[config.mk]
export PLATFORM = sky130hd
export DESIGN_NAME = cam_capture
export DESIGN_NICKNAME = d
export VERILOG_FILES = /design/src/rtl/cam_capture.sv
export SDC_FILE = /design/constraint.sdc
export NUM_CORES = 1
export LEC_CHECK = 0
export ABC_AREA = 1
export ABC_CLOCK_PERIOD_IN_PS = 2500
export CAP_MARGIN = 20
export CORE_ASPECT_RATIO = 1.4
export CORE_MARGIN = 5
export CORE_UTILIZATION = 45
export CTS_CLUSTER_SIZE = 25
export DETAILED_ROUTE_END_ITERATION = 7
export PLACE_DENSITY_LB_ADDON = 0.25
export SETUP_SLACK_MARGIN = 0.15
export SLEW_MARGIN = 20
export SYNTH_ARGS = -nofsm -noshare
export SYNTH_HDL_FRONTEND = slang
export SYNTH_SLANG_ARGS = --single-unit
[constraint.sdc]
create_clock -name PCLK -period 2.5 [get_ports PCLK]
set_input_delay 0.625 -clock PCLK [delete_from_list [all_inputs] [get_ports PCLK]]
set_output_delay 0.625 -clock PCLK [all_outputs]
set_load 0.02 [all_outputs]
[src/rtl/cam_capture.sv]
// Camera stream capture: pairs PCLK-domain bytes into 16-bit pixels, tracks X/Y and a
// linear frame-buffer address, and reports frame start/done pulses plus line/frame errors.
module cam_capture #(
  parameter int unsigned H_ACTIVE = 640,
  parameter int unsigned V_ACTIVE = 480,
  parameter int unsigned XW       = 10,
  parameter int unsigned YW       = 9,
  parameter int unsigned AW       = 19
) (
  input  logic          PCLK,
  input  logic          RST_N,
  input  logic          CamHsync,
  input  logic          CamVsync,
  input  logic [7:0]    CamData,
  input  logic          CapEn,
  output logic [15:0]   PixData,
  output logic          PixValid,
  output logic [XW-1:0] PixX,
  output logic [YW-1:0] PixY,
  output logic [AW-1:0] PixAddr,
  output logic          FrameStart,
  output logic          FrameDone,
  output logic [7:0]    FrameCnt,
  output logic          ErrLine,
  output logic          ErrFrame
);

  localparam int unsigned LINE_BYTES = 2 * H_ACTIVE;
  localparam int unsigned BCW        = $clog2(LINE_BYTES + 2);
  localparam int unsigned LCW        = $clog2(V_ACTIVE + 1);

  typedef enum logic [2:0] {
    S_IDLE,
    S_WAIT_VS,
    S_WAIT_FALL,
    S_ACTIVE,
    S_DONE
  } state_e;

  state_e          state_q, state_d;
  logic            d_hs_q, d_vs_q;
  logic [7:0]      d_data_q;
  logic            phase_q, phase_d;
  logic [7:0]      hi_q, hi_d;
  logic [BCW-1:0]  bcnt_q, bcnt_d;
  logic [XW-1:0]   col_q, col_d;
  logic [AW-1:0]   addr_q, addr_d;
  logic [AW-1:0]   base_q, base_d;
  logic [LCW-1:0]  lines_q, lines_d;
  logic [15:0]     pix_data_q, pix_data_d;
  logic            pix_valid_q, pix_valid_d;
  logic [XW-1:0]   pix_x_q, pix_x_d;
  logic [YW-1:0]   pix_y_q, pix_y_d;
  logic [AW-1:0]   pix_addr_q, pix_addr_d;
  logic            frame_start_q, frame_start_d;
  logic            frame_done_q, frame_done_d;
  logic [7:0]      frame_cnt_q, frame_cnt_d;
  logic            err_line_q, err_line_d;
  logic            err_frame_q, err_frame_d;

  // Input stage: every decision below uses these registered copies.
  always_ff @(posedge PCLK or negedge RST_N) begin
    if (!RST_N) begin
      d_hs_q   <= 1'b0;
      d_vs_q   <= 1'b0;
      d_data_q <= 8'h00;
    end else begin
      d_hs_q   <= CamHsync;
      d_vs_q   <= CamVsync;
      d_data_q <= CamData;
    end
  end

  always_ff @(posedge PCLK or negedge RST_N) begin
    if (!RST_N) begin
      state_q       <= S_IDLE;
      phase_q       <= 1'b0;
      hi_q          <= 8'h00;
      bcnt_q        <= '0;
      col_q         <= '0;
      addr_q        <= '0;
      base_q        <= '0;
      lines_q       <= '0;
      pix_data_q    <= 16'h0000;
      pix_valid_q   <= 1'b0;
      pix_x_q       <= '0;
      pix_y_q       <= '0;
      pix_addr_q    <= '0;
      frame_start_q <= 1'b0;
      frame_done_q  <= 1'b0;
      frame_cnt_q   <= 8'h00;
      err_line_q    <= 1'b0;
      err_frame_q   <= 1'b0;
    end else begin
      state_q       <= state_d;
      phase_q       <= phase_d;
      hi_q          <= hi_d;
      bcnt_q        <= bcnt_d;
      col_q         <= col_d;
      addr_q        <= addr_d;
      base_q        <= base_d;
      lines_q       <= lines_d;
      pix_data_q    <= pix_data_d;
      pix_valid_q   <= pix_valid_d;
      pix_x_q       <= pix_x_d;
      pix_y_q       <= pix_y_d;
      pix_addr_q    <= pix_addr_d;
      frame_start_q <= frame_start_d;
      frame_done_q  <= frame_done_d;
      frame_cnt_q   <= frame_cnt_d;
      err_line_q    <= err_line_d;
      err_frame_q   <= err_frame_d;
    end
  end

  // col/addr/lines describe the next pixel; PixX/PixY/PixAddr latch them with PixData.
  always_comb begin
    state_d       = state_q;
    phase_d       = phase_q;
    hi_d          = hi_q;
    bcnt_d        = bcnt_q;
    col_d         = col_q;
    addr_d        = addr_q;
    base_d        = base_q;
    lines_d       = lines_q;
    pix_data_d    = pix_data_q;
    pix_valid_d   = 1'b0;
    pix_x_d       = pix_x_q;
    pix_y_d       = pix_y_q;
    pix_addr_d    = pix_addr_q;
    frame_start_d = 1'b0;
    frame_done_d  = 1'b0;
    frame_cnt_d   = frame_cnt_q;
    err_line_d    = err_line_q;
    err_frame_d   = err_frame_q;

    case (state_q)
      S_IDLE: begin
        if (CapEn) state_d = S_WAIT_VS;
      end
      S_WAIT_VS: begin
        if (d_vs_q) state_d = S_WAIT_FALL;
      end
      S_WAIT_FALL: begin
        if (!d_vs_q) begin
          state_d       = S_ACTIVE;
          frame_start_d = 1'b1;
          pix_x_d       = '0;
          pix_y_d       = '0;
          pix_addr_d    = '0;
          phase_d       = 1'b0;
          bcnt_d        = '0;
          col_d         = '0;
          addr_d        = '0;
          base_d        = '0;
          lines_d       = '0;
          err_line_d    = 1'b0;
          err_frame_d   = 1'b0;
        end
      end
      S_ACTIVE: begin
        if (d_hs_q) begin
          if (bcnt_q < BCW'(LINE_BYTES)) begin
            bcnt_d = bcnt_q + BCW'(1);
            if (!phase_q) begin
              hi_d    = d_data_q;
              phase_d = 1'b1;
            end else begin
              pix_data_d  = {hi_q, d_data_q};
              pix_valid_d = 1'b1;
              pix_x_d     = col_q;
              pix_y_d     = YW'(lines_q);
              pix_addr_d  = addr_q;
              col_d       = col_q + XW'(1);
              addr_d      = addr_q + AW'(1);
              phase_d     = 1'b0;
            end
          end else begin
            bcnt_d     = BCW'(LINE_BYTES + 1);
            err_line_d = 1'b1;
          end
        end else if (bcnt_q != '0) begin
          // End of line: snap the address to the next row base so short lines never skew.
          if (bcnt_q != BCW'(LINE_BYTES)) err_line_d = 1'b1;
          bcnt_d  = '0;
          phase_d = 1'b0;
          col_d   = '0;
          base_d  = base_q + AW'(H_ACTIVE);
          addr_d  = base_q + AW'(H_ACTIVE);
          lines_d = lines_q + LCW'(1);
          if (lines_d == LCW'(V_ACTIVE)) state_d = S_DONE;
        end
        if (d_vs_q) begin
          state_d = S_DONE;
          if (lines_d < LCW'(V_ACTIVE)) err_frame_d = 1'b1;
        end
      end
      S_DONE: begin
        frame_done_d = 1'b1;
        frame_cnt_d  = frame_cnt_q + 8'd1;
        state_d      = CapEn ? S_WAIT_VS : S_IDLE;
      end
      default: state_d = S_IDLE;
    endcase
  end

  assign PixData    = pix_data_q;
  assign PixValid   = pix_valid_q;
  assign PixX       = pix_x_q;
  assign PixY       = pix_y_q;
  assign PixAddr    = pix_addr_q;
  assign FrameStart = frame_start_q;
  assign FrameDone  = frame_done_q;
  assign FrameCnt   = frame_cnt_q;
  assign ErrLine    = err_line_q;
  assign ErrFrame   = err_frame_q;

endmodule

==> impl_metrics.py, run 1 <==
metrics = {
    "status": {
        "status": "complete, no violations",
    },
    "grt": {
        "grt_pass1_wl_um": 29800,
        "gr-total-overflow": 0,
        "antenna_found_initial": 0,
        "grt_start_max_net_pins": 55,
        "grt.total_usage": 0.201,
        "first_global_vias": 6075,
    },
    "power": {
        "leakage_uw": 0.00414,
        "p_comb_frac": 0.310,
        "p_int_uw": 5110,
        "power_density_nw_per_um2": 956,
        "power_frac_clock": 0.299,
        "ir_drop_mv": 0.548,
        "switching_power_uw": 3250,
        "seqPwrFrac": 0.391,
        "switching_share": 0.389,
    },
    "yosys": {
        "synth_top_family_by_area": "simple AND/OR/NAND/NOR gates",
        "ys_warn_count": 0,
        "yosysUniqueCellTypes": 43,
        "avgSynthCellArea_um2": 8.43,
        "synth_compound_area_frac": 0.0762,
        "muxShareOfSynthArea": 0.00280,
        "ys_seq_area_frac": 0.524,
        "synthXorXnorAreaFrac": 0.0342,
        "synth-simple-area-share": 0.280,
        "syn_area_um2": 7160,
        "synth_fa_ha_area_frac": 0.0140,
        "syn-num-nets": 871,
        "ys.flop_type": "dfrtp_1",
        "syn-instance-count": 850,
        "ys_ff_latch": 150,
        "async_reset_ff_frac": 1.00,
        "synth_edf_count": 0,
    },
    "route": {
        "num_vias": 5941,
        "vias_per_cell": 5.22,
        "dr.first_iter.drc_count": 315,
        "wl_per_cell_um": 15.4,
        "ant_nets": 0,
        "wl_um": 17500,
        "firstDrtPassIters": 4,
        "drc": 0,
    },
    "placed_design": {
        "io_buffers": 79,
        "gp_congestion": 0.871,
        "hpwl_um": 12300,
    },
    "final_layout": {
        "final_cell_mix": "nand2_1, dfrtp_1, nand3_1, clkdlybuf4s50_1, inv_1",
        "antenna_cells": 0,
        "multiInputGateArea_um2": 2920,
        "final_common_cell": "nand2_1",
        "seq_area_um2": 3750,
        "final_layout_size_suffix_gt1_frac": 0.0786,
        "area_growth_pct": 22.1,
        "layout.nets": 950,
        "fillers": 1429,
    },
    "floorplan": {
        "core_um2": 15600,
        "fp.dieH_um": 159,
        "initial_core_util": 0.459,
        "die_x_um": 117,
        "std_cell_rows": 54,
        "io_pins": 80,
        "fp.dieArea_um2": 18600,
    },
    "clock_tree": {
        "htree_num_levels": 4,
        "cts_tree": "built",
        "ctsHoldBuffers": 0,
        "cts_buffer_depth": 2,
        "insertion_delay_ns": 0.42,
        "clk_pin_slew_ns": 0.07,
        "root_buffer": "clkbuf_16",
        "cts.sinks": 150,
        "numCtsBuffers": 17,
    },
    "timing": {
        "finalClockSkew_ns": 0.0107,
        "maxSlewHeadroom": 0.468,
        "grt_setup_unrepaired": "false",
        "post-route-period-util": 0.894,
        "fmax_mhz": 448,
        "timing.hold.ws_ns": 0.162,
        "slew_violations": 0,
        "period_needed_ns": 2.23,
        "setup-violations-final": 0,
        "hold_viol": 0,
        "tightest_slew_ns": 0.792,
        "fin_tns_setup_ns": 0,
    },
    "worst_setup_path": {
        "required_ns": 2.79,
        "endpoint_kind": "register",
        "critPathArrivalTime_ns": 2.52,
        "startpoint_type": "register",
        "cp_max_fo": 13,
        "r2r_start": "state_q[0]$_DFFE_PN0P_",
        "crit_path_start": "state_q[0]$_DFFE_PN0P_",
        "critPathKind": "reg -> reg",
    },
    "worst_hold_path": {
        "worstHoldPathType": "in -> async",
    },
    "flow_run": {
        "drv_cap": 0,
    },
}
[final timing paths]
path	to	slack [ns]	cells past startpoint
max	col_q[6]$_DFFE_PN0P_	0.27	10
max reg2reg	col_q[6]$_DFFE_PN0P_	0.27	10
min reg2reg	FrameCnt[7]$_DFFE_PN0P_	0.47	1
min in group PCLK	FrameCnt[7]$_DFFE_PN0P_	0.47	1
max in group asynchronous	base_q[16]$_DFFE_PN0P_	1.68	2
min	bcnt_q[7]$_DFFE_PN0P_	0.16	1
[per-stage QoR]
step | instances | instance area (µm²) | power [µW] | utilization | setup WS (ns)
2_1_floorplan | 850 | 7160 | 4940 | - | 0.744
4_1_cts | 1138 | 8740 | 8430 | 0.560 | 0.251
3_3_place_gp | 1106 | 8170 | 5860 | 0.523 | 0.348
6_report | 1138 | 8740 | 8360 | 0.560 | 0.266
5_1_grt | 1138 | 8740 | 8890 | 0.560 | 0.153
3_5_place_dp | 1106 | 8170 | 5910 | 0.523 | 0.272
[synthesized netlist by cell type, drive strengths merged, types with 2 or more instances]
library cell | n | area [µm²]
o21bai | 2 | 15.0
nor3 | 12 | 65.1
mux2i | 2 | 20.0
buf | 25 | 145
o21ai | 60 | 300
o41ai | 2 | 17.5
o211ai | 2 | 15.0
nand3b | 4 | 30.0
xor2 | 25 | 219
dfrtp | 150 | 3750
inv | 80 | 300
or2 | 2 | 12.5
o22ai | 12 | 75.1
xnor2 | 3 | 26.3
ha | 8 | 100
nand2 | 227 | 867
clkbuf | 11 | 41.3
a21oi | 12 | 63.8
a22o | 2 | 17.5
nor2 | 51 | 226
nand4 | 14 | 93.8
nand3 | 136 | 698
o21a | 2 | 15.0
[cell type report]
type	instances	area share
well taps	196	0.0280
clock inverters	15	0.0172
inverters	81	0.0348
repair buffers	96	0.108
multi-input cells	583	0.334
flip-flops and latches	150	0.429
clock buffers	17	0.0487
[sequential cells by signal, indices dropped and copies added, names as in the netlist]
name and cells:
d_data_q 8, bcnt_q 11, ErrFrame 1, state_q 3
addr_q 19, PixAddr 19, FrameStart 1, FrameCnt 8
PixData 16, d_hs_q 1, hi_q 8, FrameDone 1
PixY 9, phase_q 1, d_vs_q 1, PixX 10
col_q 10, lines_q 9, ErrLine 1, PixValid 1
base_q 12
[worst max-delay path: stages (launching register included)]
cell and delay (ns):
dfrtp_1 0.45, nand3_2 0.14, buf_4 0.23, clkinv_1 0.19, nand4_2 0.25, nand3_4 0.13
inv_2 0.26, buf_4 0.23, nand2_1 0.06, o21ai_1 0.11, nor2_1 0.05
[routing by layer]
metal,up-vias,share of wire,GRT usage
met4,0,0.017,0.0522
met5,-,0,0
met3,21,0.051,0.0536
met1,2844,0.41,0.241
met2,129,0.52,0.353
li1,2947,-,-
[power by group through the flow]
| stage | clock network [µW] | registers (µW) | logic [µW] |
|---|---|---|---|
| after global placement | 0 | 3300 | 2560 |
| after global routing | 2670 | 3330 | 2890 |
| final | 2500 | 3270 | 2600 |
| after CTS | 2540 | 3270 | 2620 |
| after detailed placement | 0 | 3300 | 2610 |
| after floorplan | 0 | 3440 | 1500 |
[repair_timing]
action,in CTS,in global routing
buffers inserted,0,0
setup endpoints to repair,0,11
resized for setup,0,2
[cells by family (layout without fill, tap and decap cells)]
group | Yosys count | count (layout)
adder cells (fa/ha/maj) | 8 | 8
AND/OR/NAND/NOR | 448 | 448
AO/OA/AOI/OAI | 97 | 97
multiplexers | 2 | 2
buffers and inverters | 117 | 209
flip-flops | 150 | 150
XOR/XNOR | 28 | 28
(Power assumes the default switching activity.)
==> inputs of run 2 (changes only) <==
Settings changed: CAP_MARGIN 20 to 25, HOLD_SLACK_MARGIN set to 0.06.
==> results of run 2 <==
Same layout as run 1: the final DEF is identical, and so are final timing and power.
==> inputs of run 3 (changes only) <==
Settings changed: RECOVER_POWER set to 50.
==> impl_metrics.py, run 3 (synthesis results as in run 1) <==
metrics = {
    "placed_design": {
        "gp_congestion": 0.871,
        "hpwl_um": 12300,
        "pre_cts_ws_ns": 0.272,
        "io_buffers": 79,
    },
    "grt": {
        "first_global_vias": 6075,
        "grt_pass1_wl_um": 29800,
        "gr-total-overflow": 0,
        "antenna_found_initial": 0,
        "grt_start_max_net_pins": 55,
        "grt.total_usage": 0.201,
    },
    "worst_setup_path": {
        "r2r_start": "state_q[2]$_DFFE_PN0P_",
        "r2r_end": "ErrLine$_DFFE_PN0P_",
        "critPathArrivalTime_ns": 2.66,
        "reg2reg_slack_ns": 0.18,
        "endpoint_kind": "register",
        "required_ns": 2.84,
        "crit_path_start": "state_q[2]$_DFFE_PN0P_",
        "reg2reg_depth": 9,
        "crit_end": "ErrLine$_DFFE_PN0P_",
        "cp_max_fo": 12,
        "startpoint_type": "register",
        "critPathKind": "reg -> reg",
    },
    "final_layout": {
        "final_cell_mix": "nand2_1, dfrtp_1, nand3_1, inv_1, clkdlybuf4s50_1",
        "antenna_cells": 0,
        "final_layout_size_suffix_gt1_frac": 0.0754,
        "area_growth_pct": 21.6,
        "layout.nets": 950,
        "final_common_cell": "nand2_1",
        "fillers": 1432,
    },
    "power": {
        "p_comb_frac": 0.309,
        "power_frac_clock": 0.299,
        "leakage_uw": 0.00414,
        "p_int_uw": 5100,
        "switching_power_uw": 3230,
        "seqPwrFrac": 0.392,
        "power_density_nw_per_um2": 957,
        "ir_drop_mv": 0.546,
        "switching_share": 0.388,
    },
    "route": {
        "wl_per_cell_um": 15.3,
        "drc": 0,
        "firstDrtPassIters": 4,
        "dr.first_iter.drc_count": 328,
        "wl_um": 17500,
        "vias_per_cell": 5.23,
        "num_vias": 5949,
        "ant_nets": 0,
    },
    "clock_tree": {
        "cts_buffer_depth": 2,
        "cts_tree": "built",
        "insertion_delay_ns": 0.42,
        "htree_num_levels": 4,
        "cts.sinks": 150,
        "clk_pin_slew_ns": 0.07,
        "root_buffer": "clkbuf_16",
        "numCtsBuffers": 17,
    },
    "timing": {
        "fmax_mhz": 430,
        "fin_ws_ns": 0.175,
        "slew_violations": 0,
        "period_needed_ns": 2.32,
        "fin_tns_setup_ns": 0,
        "hold_viol": 0,
        "post-route-period-util": 0.930,
        "grt_setup_unrepaired": "false",
        "tightest_slew_ns": 1.40,
        "setup-violations-final": 0,
        "maxSlewHeadroom": 0.0696,
        "finalClockSkew_ns": 0.0105,
    },
    "floorplan": {
        "std_cell_rows": 54,
        "die_x_um": 117,
        "initial_core_util": 0.459,
        "fp.dieArea_um2": 18600,
        "fp.dieH_um": 159,
        "io_pins": 80,
        "core_um2": 15600,
    },
    "status": {
        "status": "complete, no violations",
    },
    "flow_run": {
        "drv_cap": 0,
    },
    "worst_hold_path": {
        "worstHoldPathType": "reg -> reg",
    },
}
==> run 3: per-layer routing <==
layer | vias to the layer above | wire length [µm] | track usage
met1 | 2838 | 7130 | 0.241
met2 | 136 | 9170 | 0.353
met5 | - | 0 | 0
met4 | 0 | 309 | 0.0522
li1 | 2952 | - | -
met3 | 23 | 856 | 0.0536
==> run 3: final cells by class <==
type	instances	area (µm²)	area share
Timing Repair Buffer	96	918	0.105
Multi-Input combinational cell	583	2910	0.334
Clock buffer	17	425	0.0489
Inverter	81	304	0.0349
Tap cell	196	245	0.0282
Sequential cell	150	3750	0.431
Clock inverter	15	150	0.0172
==> run 3: critical path, cell delays in order (launching register included) <==
cell and delay (ns):
dfrtp_1 0.38, inv_1 0.10, nand3_2 0.10, buf_4 0.24
clkinv_1 0.19, nand4_2 0.22, nand2_1 0.24, nor2_1 0.36
o21ai_0 0.23, a21oi_1 0.18
==> run 3: repair_timing <==
item	in CTS	in global routing
gates resized for setup	0	2
setup buffers	0	0
hold buffers	0	0
endpoints found under the setup margin	0	11
==> run 3: worst min-delay path by stage <==
stage                             from  slack, ns  depth (start not counted)                      end
3_5_place_dp       hi_q[0]$_DFFE_PN0P_       0.46                          2   PixData[8]$_DFFE_PN0P_
2_1_floorplan                    RST_N       0.33                          0     ErrFrame$_DFFE_PN0P_
3_3_place_gp   PixData[10]$_DFFE_PN0P_       0.45                          2  PixData[10]$_DFFE_PN0P_
4_1_cts                          RST_N       0.18                          1    bcnt_q[7]$_DFFE_PN0P_
5_1_grt        FrameCnt[7]$_DFFE_PN0P_       0.50                          1  FrameCnt[7]$_DFFE_PN0P_
6_report       FrameCnt[7]$_DFFE_PN0P_       0.47                          1  FrameCnt[7]$_DFFE_PN0P_
==> run 3: stage by stage <==
step                      utilization  instances  instance area, µm²  hold WS (ns)  total power [µW]
final                           0.558       1138                8710         0.473              8330
after global routing            0.558       1138                8710         0.504              8870
after CTS                       0.560       1138                8740         0.176              8430
after detailed placement        0.523       1106                8170         0.465              5910
after global placement          0.523       1106                8170         0.455              5860
after floorplan                     -        850                7160         0.329              4940
==> run 3: power groups by stage <==
stage	Combinational, µW	Sequential (µW)	Clock (µW)
finish	2570	3270	2490
global route	2870	3330	2670
CTS	2620	3270	2540
detailed placement	2610	3300	0
global placement	2560	3300	0
floorplan	1500	3440	0
